### config.mk
export PLATFORM = sky130hd
export DESIGN_NAME = coord_merger
export DESIGN_NICKNAME = d
export VERILOG_FILES = /design/src/rtl/coord_merger.sv
export SDC_FILE = /design/constraint.sdc
export NUM_CORES = 1
export LEC_CHECK = 0
export CORE_MARGIN = 8
export CORE_UTILIZATION = 49
export CTS_BUF_LIST = sky130_fd_sc_hd__clkbuf_8
export DETAILED_ROUTE_END_ITERATION = 12
export PLACE_DENSITY = 0.85
export SYNTH_ARGS = -nofsm -noshare
export SYNTH_HDL_FRONTEND = slang
export SYNTH_SLANG_ARGS = --single-unit
### constraint.sdc
create_clock -name clock -period 0.8 [get_ports clock]
set_input_delay 0.08 -clock clock [delete_from_list [all_inputs] [get_ports clock]]
set_output_delay 0.08 -clock clock [all_outputs]
set_load 0.005 [all_outputs]
### src/rtl/coord_merger.sv
// Radix-N merge element: registered argmin over sorted lane heads,
// with a one-hot pop request toward the winning lane.
module coord_merger #(
    parameter int MERGER_RADIX      = 4,
    parameter int MERGER_COORD_BITS = 8
) (
    input  logic                                  clock,
    input  logic                                  reset,
    input  logic [MERGER_RADIX*MERGER_COORD_BITS-1:0] coord_in,
    output logic [MERGER_COORD_BITS-1:0]          coord,
    input  logic                                  selected,
    output logic [MERGER_RADIX-1:0]               fetch_next
);

    localparam int R   = MERGER_RADIX;
    localparam int W   = MERGER_COORD_BITS;
    localparam int LVL = $clog2(R);
    localparam int P   = 1 << LVL;
    localparam int IW  = LVL;

    logic [W-1:0]  coord_d, coord_q;
    logic [R-1:0]  fetch_d, fetch_q;
    logic [W-1:0]  min_val;
    logic [IW-1:0] min_idx;
    logic          all_sent;

    // Level LVL holds the (padded) leaves, level 0 is the root.
    for (genvar k = 0; k <= LVL; k++) begin : g_lvl
        logic [W-1:0]  v  [1<<k];
        logic [IW-1:0] ix [1<<k];
        for (genvar n = 0; n < (1 << k); n++) begin : g_node
            if (k == LVL) begin : g_leaf
                if (n < R) begin : g_real
                    assign v[n] = coord_in[n*W +: W];
                end else begin : g_pad
                    assign v[n] = '1;
                end
                assign ix[n] = IW'(n);
            end else begin : g_cmp
                // Right operand wins only when strictly smaller.
                logic take_r;
                assign take_r = g_lvl[k+1].v[2*n+1] < g_lvl[k+1].v[2*n];
                assign v[n]  = take_r ? g_lvl[k+1].v[2*n+1]
                                      : g_lvl[k+1].v[2*n];
                assign ix[n] = take_r ? g_lvl[k+1].ix[2*n+1]
                                      : g_lvl[k+1].ix[2*n];
            end
        end
    end

    assign min_val  = g_lvl[0].v[0];
    assign min_idx  = g_lvl[0].ix[0];
    assign all_sent = (min_val == '1);

    always_comb begin
        coord_d = min_val;
        fetch_d = '0;
        if (selected && !all_sent) begin
            for (int i = 0; i < R; i++) begin
                if (min_idx == IW'(i)) fetch_d[i] = 1'b1;
            end
        end
    end

    always_ff @(posedge clock or negedge reset) begin
        if (!reset) begin
            coord_q <= '0;
            fetch_q <= '0;
        end else begin
            coord_q <= coord_d;
            fetch_q <= fetch_d;
        end
    end

    assign coord      = coord_q;
    assign fetch_next = fetch_q;

endmodule

==> metrics.md, run 1 <==
| Metric | Value |
|---|---|
| Error | `[ERROR DPL-0038] Utilization greater than 100%, impossible to legalize` |
| Post-place setup slack | `-2.97 ns` |
| Num CTS Buffers | `3` |
| Synthesized area | `0.00125 sq mm` |
| Last stage reached | `4_1_cts` |
| Placer Congestion | `0.895` |
| Hpwl dp | `4330 um` |
| Syn nets | `200` |
| Die height | `66.5 um` |
| Synth warn | `0` |
| CTS Hold Bufs | `0` |
| Starting Density | `51.0%` |
| Post-CTS sizing | `176` |
| Root Driver | `clkbuf_8` |
| Yosys top cell by area | `dfrtp_1` |
| Die X | `66.5 um` |
| Seq cells post-synth | `12` |
| Core Rows | `18` |
| Outcome | `aborted with a tool error` |
| Sequential area share after synthesis | `24.0%` |
| I/O Pins | `47` |
| Gate Count Post-Synth | `144` |
| Mean Syn Cell Area | `8.69 sq um` |
| Post CTS Setup Buffer Count | `14` |
| Synth top area share | `24.0%` |
| Synth unique cells | `29` |
| DP Cell Count | `272` |
| Largest cells by area after synthesis | `dfrtp_1 24%, ha_1 21%, a21oi_1 8.0%` |
| PortBufs | `46` |
| Clk sinks | `12` |
| Max Root-Sink Buffers | `2` |
| Htree depth | `1` |
-- synthesized netlist by cell type (all sizes together) --
library cell,count
a211oi,1
a21o,5
a21oi,20
a221o,1
a2bb2oi,1
a41oi,1
and2,1
and3,1
buf,3
dfrtp,12
ha,21
inv,22
mux2,1
mux2i,8
nand2,4
nand3,3
nand4,9
nor2,17
nor2b,2
nor3,1
nor3b,1
nor4,1
o2111a,1
o21ai,6
o31ai,1
-- logic make-up after synthesis --
kind of cell,after synthesis,share of synthesized area (%)
mux,9,7.60
simple gates,40,17.7
buf+inv,25,8.80
compound gates,37,20.9
flops,12,24.0
fa+ha+maj,21,21.0
-- metrics by stage --
stage / instance area, sq um / TNS [ns] / hold WS [ns]
2_1_floorplan: 1330 / -25.69 / -0.216
3_3_place_gp: 2240 / -33.80 / 0.390
3_5_place_dp: 2240 / -35.76 / 0.402
==> run 2, diff against run 1 <==
==> config.mk (replaced) <==
export PLATFORM = sky130hd
export DESIGN_NAME = coord_merger
export DESIGN_NICKNAME = d
export VERILOG_FILES = /design/src/rtl/coord_merger.sv
export SDC_FILE = /design/constraint.sdc
export NUM_CORES = 1
export LEC_CHECK = 0
export CORE_AREA = 8 8 69 71
export DETAILED_ROUTE_END_ITERATION = 12
export DIE_AREA = 0 0 77 79
export PLACE_DENSITY_LB_ADDON = 0.15
export SYNTH_ARGS = -nofsm -noshare
export SYNTH_HDL_FRONTEND = slang
export SYNTH_SLANG_ARGS = --single-unit
==> metrics.md, run 2 <==
| Metric | Value |
|---|---|
| Final Setup Violations | `16` |
| Drt first pass iters | `4` |
| Synth warn | `0 (unchanged)` |
| Max reg flops | `8` |
| CTS Hold Bufs | `0 (unchanged)` |
| PortBufs | `46 (unchanged)` |
| Post-layout net count | `324` |
| Top cells by count, synth | `22 x inv_1, 21 x ha_1, 20 x a21oi_1` |
| Htree depth | `1 (unchanged)` |
| Min-delay worst type | `in2async` |
| I/O Pins | `47 (unchanged)` |
| Initial antenna violation count | `0` |
| Number of fill cells | `297` |
| Synth unique cells | `29 (unchanged)` |
| CTS tree | `built` |
| Layout cell share with drive strength beyond 1 | `63.3%` |
| Vias | `1530` |
| Main flop type after synthesis | `dfrtp_1` |
| Gate Count Post-Synth | `144 (unchanged)` |
| Crit path launch type | `input pin` |
| Tmin final | `2.97 ns` |
| Synthesized area | `0.00125 sq mm (unchanged)` |
| Most numerous cell in the Yosys netlist | `inv_1` |
| Sequential area share after synthesis | `24.0% (unchanged)` |
| Outcome | `finished, violations left` |
| Hpwl dp | `3430 um (-21%)` |
| Total track usage | `15.1%` |
| Worst Path Required | `0.96 ns` |
| Final core utilization | `69.8%` |
| Seq cells post-synth | `12 (unchanged)` |
| PnR worst setup slack | `-2.17 ns` |
| DRT Wirelength | `4880 um` |
| Clock transition at the registers of the reported paths | `0.06 ns` |
| Placer Congestion | `0.751 (-16%)` |
| Vias in the first global route | `1713` |
| Starting Density | `32.9% (-18 points)` |
| Power Total | `4.00 mW` |
| Mean Syn Cell Area | `8.69 sq um (unchanged)` |
| Post-synth EDFFs | `0 (unchanged)` |
| # DRC | `0` |
| Largest cells by area after synthesis | `dfrtp_1 24%, ha_1 21%, a21oi_1 8.0%` |
| Max Root-Sink Buffers | `2 (unchanged)` |
| Antenna-violating nets left | `0` |
| Crit path max fanout | `5` |
| Commonest non-fill, non-tap cells in the layout | `67 x buf_4, 18 x dlygate4sd2_1, 17 x buf_2` |
| Synth top area share | `24.0% (unchanged)` |
| Finished Layout Cells | `317` |
| Clk sinks | `12 (unchanged)` |
| Setup TNS | `-25.46 ns` |
| CP Class | `in2reg` |
| Core Area | `0.00380 sq mm` |
| Leak | `1.29 nW` |
| Core Rows | `23 (+5)` |
| First-pass GRT wire length | `7690 um` |
| Die area | `0.00608 sq mm` |
| Layout area overhead | `112%` |
| Worst vdd ir | `1.51 mV` |
| N_diodes | `0` |
| Num CTS Buffers | `3 (unchanged)` |
| Vias per cell | `4.83` |
| Worst-Margin Slew | `0.301 ns` |
| Pwr/cell area | `1510 mW/mm^2` |
| Tcrit/Tclk final | `371%` |
| FFs w/ async S/R, synth | `100% (unchanged)` |
| DP Cell Count | `289 (+6.3%)` |
| RSZ-0062 raised after global routing | `true` |
| Die height | `79 um (+19%)` |
| Syn nets | `200 (unchanged)` |
| GR Overflow Total | `0` |
| Max-cap violations | `0` |
| Crit. End Element | `flop` |
| Peak Freq | `0.337 GHz` |
| Crit path arrival time | `3.13 ns` |
| Hold Slack | `0.176 ns` |
| Drt initial violations | `59` |
| Slew Limit Fails | `0` |
| Commonest non-fill, non-tap cell in the layout | `buf_4` |
| Failing checks | `setup timing` |
| Final hold vios | `0` |
| Die X | `77 um (+16%)` |
| Worst rel slew slack | `79.4%` |
| Yosys top cell by area | `dfrtp_1` |
| Root Driver | `clkbuf_8` |
| Largest net degree at the start of global routing | `13` |
| Wire per inst | `15.4 um` |
## run 2: area by class of cell
| class | count | area, sq um | area share [%] |
|---|---|---|---|
| flip-flops and latches | 12 | 300 | 11.3 |
| clock buffers | 4 | 55.1 | 2.08 |
| repair buffers | 122 | 972 | 36.7 |
| inverters | 22 | 100 | 3.78 |
| well taps | 50 | 62.6 | 2.36 |
| multi-input cells | 107 | 1160 | 43.8 |
## run 2: path summary, 6_finish.rpt
kind,to,slack (ns),startpoint,depth (start not counted)
max,coord[5]$_DFF_PN0_,-2.17,coord_in[21],18
min,coord[0]$_DFF_PN0_,0.18,reset,2
max in group asynchronous,fetch_next[3]$_DFF_PN0_,0.51,reset,2
min in group clock,fetch_next[2]$_DFF_PN0_,0.38,coord_in[20],4
## run 2: critical path, cell delays in order
cell and delay, ns:
buf_6 0.11, inv_8 0.05, ha_4 0.19, and3_4 0.17, a221o_1 0.36, a41oi_4 0.32
nor2_2 0.11, a21oi_4 0.14, inv_2 0.07, ha_4 0.22, a21o_1 0.16, a21o_1 0.16
a21oi_2 0.17, o21ai_2 0.10, o31ai_2 0.25, buf_4 0.17, buf_6 0.09, mux2i_2 0.21
## run 2: through the flow
stage | cell area [sq um] | worst slack, ns
CTS | 2570 | -2.09
finish | 2650 | -2.17
global placement | 2230 | -2.85
global route | 2650 | -2.34
floorplan | 1330 | -2.21
detailed placement | 2230 | -2.99
## run 2: logic make-up after synthesis
group | share of synthesized area [%]
buffers and inverters | 8.80
DFF | 24.0
muxes | 7.60
and+or+nand+nor | 17.7
adders and majority gates | 21.0
AOI/OAI and AO/OA | 20.9
## run 2: report_power, final
part,internal [mW],switching [mW]
combinational,1.43,1.11
sequential,0.756,0.0392
clock,0.435,0.231
total,2.62,1.38
## run 2: what timing repair did
| item | 4_1_cts | 5_1_grt |
|---|---|---|
| pin swaps | 29 | 11 |
| setup buffers | 21 | 4 |
| setup endpoints to repair | 24 | 24 |
| resized for setup | 167 | 11 |
## run 2: routing by layer
layer,part of all wire [%],GRT usage (%)
met1,41,16.8
met2,55,30.0
met3,3.0,3.39
met4,1.2,0.377
met5,0,0
Note: power is estimated with default switching activity, not from simulation.
==> RTL edit (settings of run 2) <==
`MERGER_RADIX`: 4 -> 2.
--- a/src/rtl/coord_merger.sv
+++ b/src/rtl/coord_merger.sv
@@ -3,3 +3,3 @@
 module coord_merger #(
-    parameter int MERGER_RADIX      = 4,
+    parameter int MERGER_RADIX      = 2,
     parameter int MERGER_COORD_BITS = 8
Ports: changed (resized coord_in and fetch_next); port bits go from 47 to 29. The function was not compared with the original's and may differ.
==> RTL edit against run 2 <==
  * The run still ends with negative setup slack left
  * Design area shrank 55%
  * Total power shrank 56%
  * Area after synthesis shrank 54%
  * Sequential cell count shrank 2
  * Sequential share of layout area grew 9.8 points
  * Wire length shrank 63%
  * Non-clock buffer count shrank 76
  * Setup slack gained 1.5 ns
  * Largest cell class unchanged
==> RTL edit: results (changes against run 2) <==
- HP Class: in -> async (unchanged)
- Violated checks: negative setup slack (unchanged)
- Share of cells above drive strength 1: 75.0% (was 63.3%)
- Router iterations before antenna repair: 2 (was 4)
- Iteration-0 DRC Markers: 11 (was 59)
- DR vias: 547 (was 1530)
- Fillers: 397 (was 297)
- Clock buffer count from CTS: 3 (unchanged)
- Synth Warn #: 0 (unchanged)
- Delay-heaviest family, CP: compound AO/OA/AOI/OAI gates (unchanged)
- Critical path peak fanout: 4 (was 5)
- Avg Inst Size Synth: 11.5 um^2 (was 8.69 um^2)
- Netlist cell types: 14 (was 29)
- EDFF count, synth: 0 (unchanged)
- Dpl hpwl: 1.51 mm (was 3.43 mm)
- GPL Wtd Cong: 0.713 (was 0.751)
- Post-synth top cells: dfrtp_1, inv_1, mux2_2 (was inv_1, ha_1, a21oi_1)
- Slew @ Worst Pin: 0.204 ns (was 0.301 ns)
- Setup ws final: -0.672 ns (was -2.17 ns)
- Sequential fraction of the synthesis area: 43.4% (was 24.0%)
- Critical Path AT: 1.59 ns (was 3.13 ns)
- Status: finished with violations (unchanged)
- Placed Cells: 142 (was 289)
- CP max stage cell: a2111o_1 (was a221o_1)
- CP max stage delay: 0.39 ns (was 0.36 ns)
- First-pass GRT wire length: 3.03 mm (was 7.69 mm)
- Vias/cell: 3.65 (was 4.83)
- VDD IR max: 390 uV (was 1510 uV)
- Antenna cell count: 0 (unchanged)
- Pin count of the biggest net entering global routing: 11 (was 13)
- Number of setup violations in the final report: 11 (was 16)
- Global-route usage over all layers: 6.25% (was 15.1%)
- Routed WL per cell: 12.1 um (was 15.4 um)
- Synthesized Nets: 76 (was 200)
- Synth top area cells: dfrtp_1, mux2_2, ha_1, nand4_1, inv_1 (was dfrtp_1, ha_1, a21oi_1, inv_1, mux2i_1)
- Sw power: 0.421 mW (was 1.38 mW)
- Leakage power: 0.562 nW (was 1.29 nW)
- Most common cell in the netlist: dfrtp_1 (was inv_1)
- Vias in the first global route: 650 (was 1713)
- PortBufs: 28 (was 46)
- Final nets: 127 (was 324)
==> RTL edit: cell count changes after synthesis, moves of 5 or more <==
| cell | change |
|---|---|
| a21o_1 | -5 |
| mux2_2 | +8 |
| mux2i_1 | -8 |
| inv_1 | -14 |
| ha_1 | -14 |
| nor2_1 | -15 |
| a21oi_1 | -18 |
==> RTL edit: worst max-delay path by stage <==
stage                 from  cells after the start  slack [ns]        to
3_5_place_dp   coord_in[1]                      7       -1.46  coord[4]
3_3_place_gp   coord_in[1]                      7       -1.45  coord[2]
2_1_floorplan  coord_in[1]                      5       -0.81  coord[0]
6_report       coord_in[1]                      8       -0.67  coord[6]
5_1_grt        coord_in[1]                      8       -0.71  coord[6]
4_1_cts        coord_in[1]                      8       -0.71  coord[4]
==> RTL edit: routing by layer <==
| layer | wire (um) | share of wire [%] | GRT usage (%) |
|---|---|---|---|
| met4 | 29 | 1.6 | 3.40 |
| met2 | 995 | 55 | 12.1 |
| met1 | 670 | 37 | 5.82 |
| met5 | 0 | 0 | 0 |
| met3 | 115 | 6.3 | 1.81 |
==> RTL edit: repair_timing <==
action	CTS	global route
pin swaps	13	6
endpoints found under the setup margin	20	19
hold buffers	0	0
setup buffers	4	0
resized for setup	119	14
gates cloned	0	0
==> RTL edit: kinds of logic (layout without fill, tap and decap cells) <==
group                    count (synthesis)  after routing  synth area share, %
flip-flops                              10             10                 43.4
AND/OR/NAND/NOR                         10             10                 10.4
multiplexers                             8              8                 15.6
buffers and inverters                    8             58                 5.21
adder cells (fa/ha/maj)                  7              7                 15.2
AO/OA/AOI/OAI                            7              7                 10.2
==> RTL edit: cell type report <==
cell class              count  area (um^2)  share of cell area, %
flip-flops and latches     10          250                   21.1
clock buffers               4         55.1                   4.65
well taps                  50         62.6                   5.28
repair buffers             46          367                   30.9
inverters                   8         42.5                   3.59
multi-input cells          32          408                   34.4
==> RTL edit: stage by stage <==
step	cell area (um^2)	setup TNS [ns]	setup slack [ns]	hold slack, ns	power (mW)
finish	1180	-6.30	-0.672	0.145	1.77
floorplan	606	-7.58	-0.809	-0.216	0.752
global placement	1070	-14.71	-1.45	0.386	1.10
detailed placement	1070	-14.84	-1.46	0.392	1.10
CTS	1210	-6.75	-0.712	0.153	1.80
global route	1180	-6.75	-0.707	0.163	1.87
==> RTL edit: power groups by stage <==
| stage | Clock [mW] | Combinational, mW | Sequential, mW |
|---|---|---|---|
| floorplan | 0 | 0.161 | 0.591 |
| global placement | 0 | 0.518 | 0.581 |
| detailed placement | 0 | 0.517 | 0.584 |
| CTS | 0.636 | 0.591 | 0.573 |
| global route | 0.653 | 0.639 | 0.578 |
| finish | 0.620 | 0.582 | 0.573 |
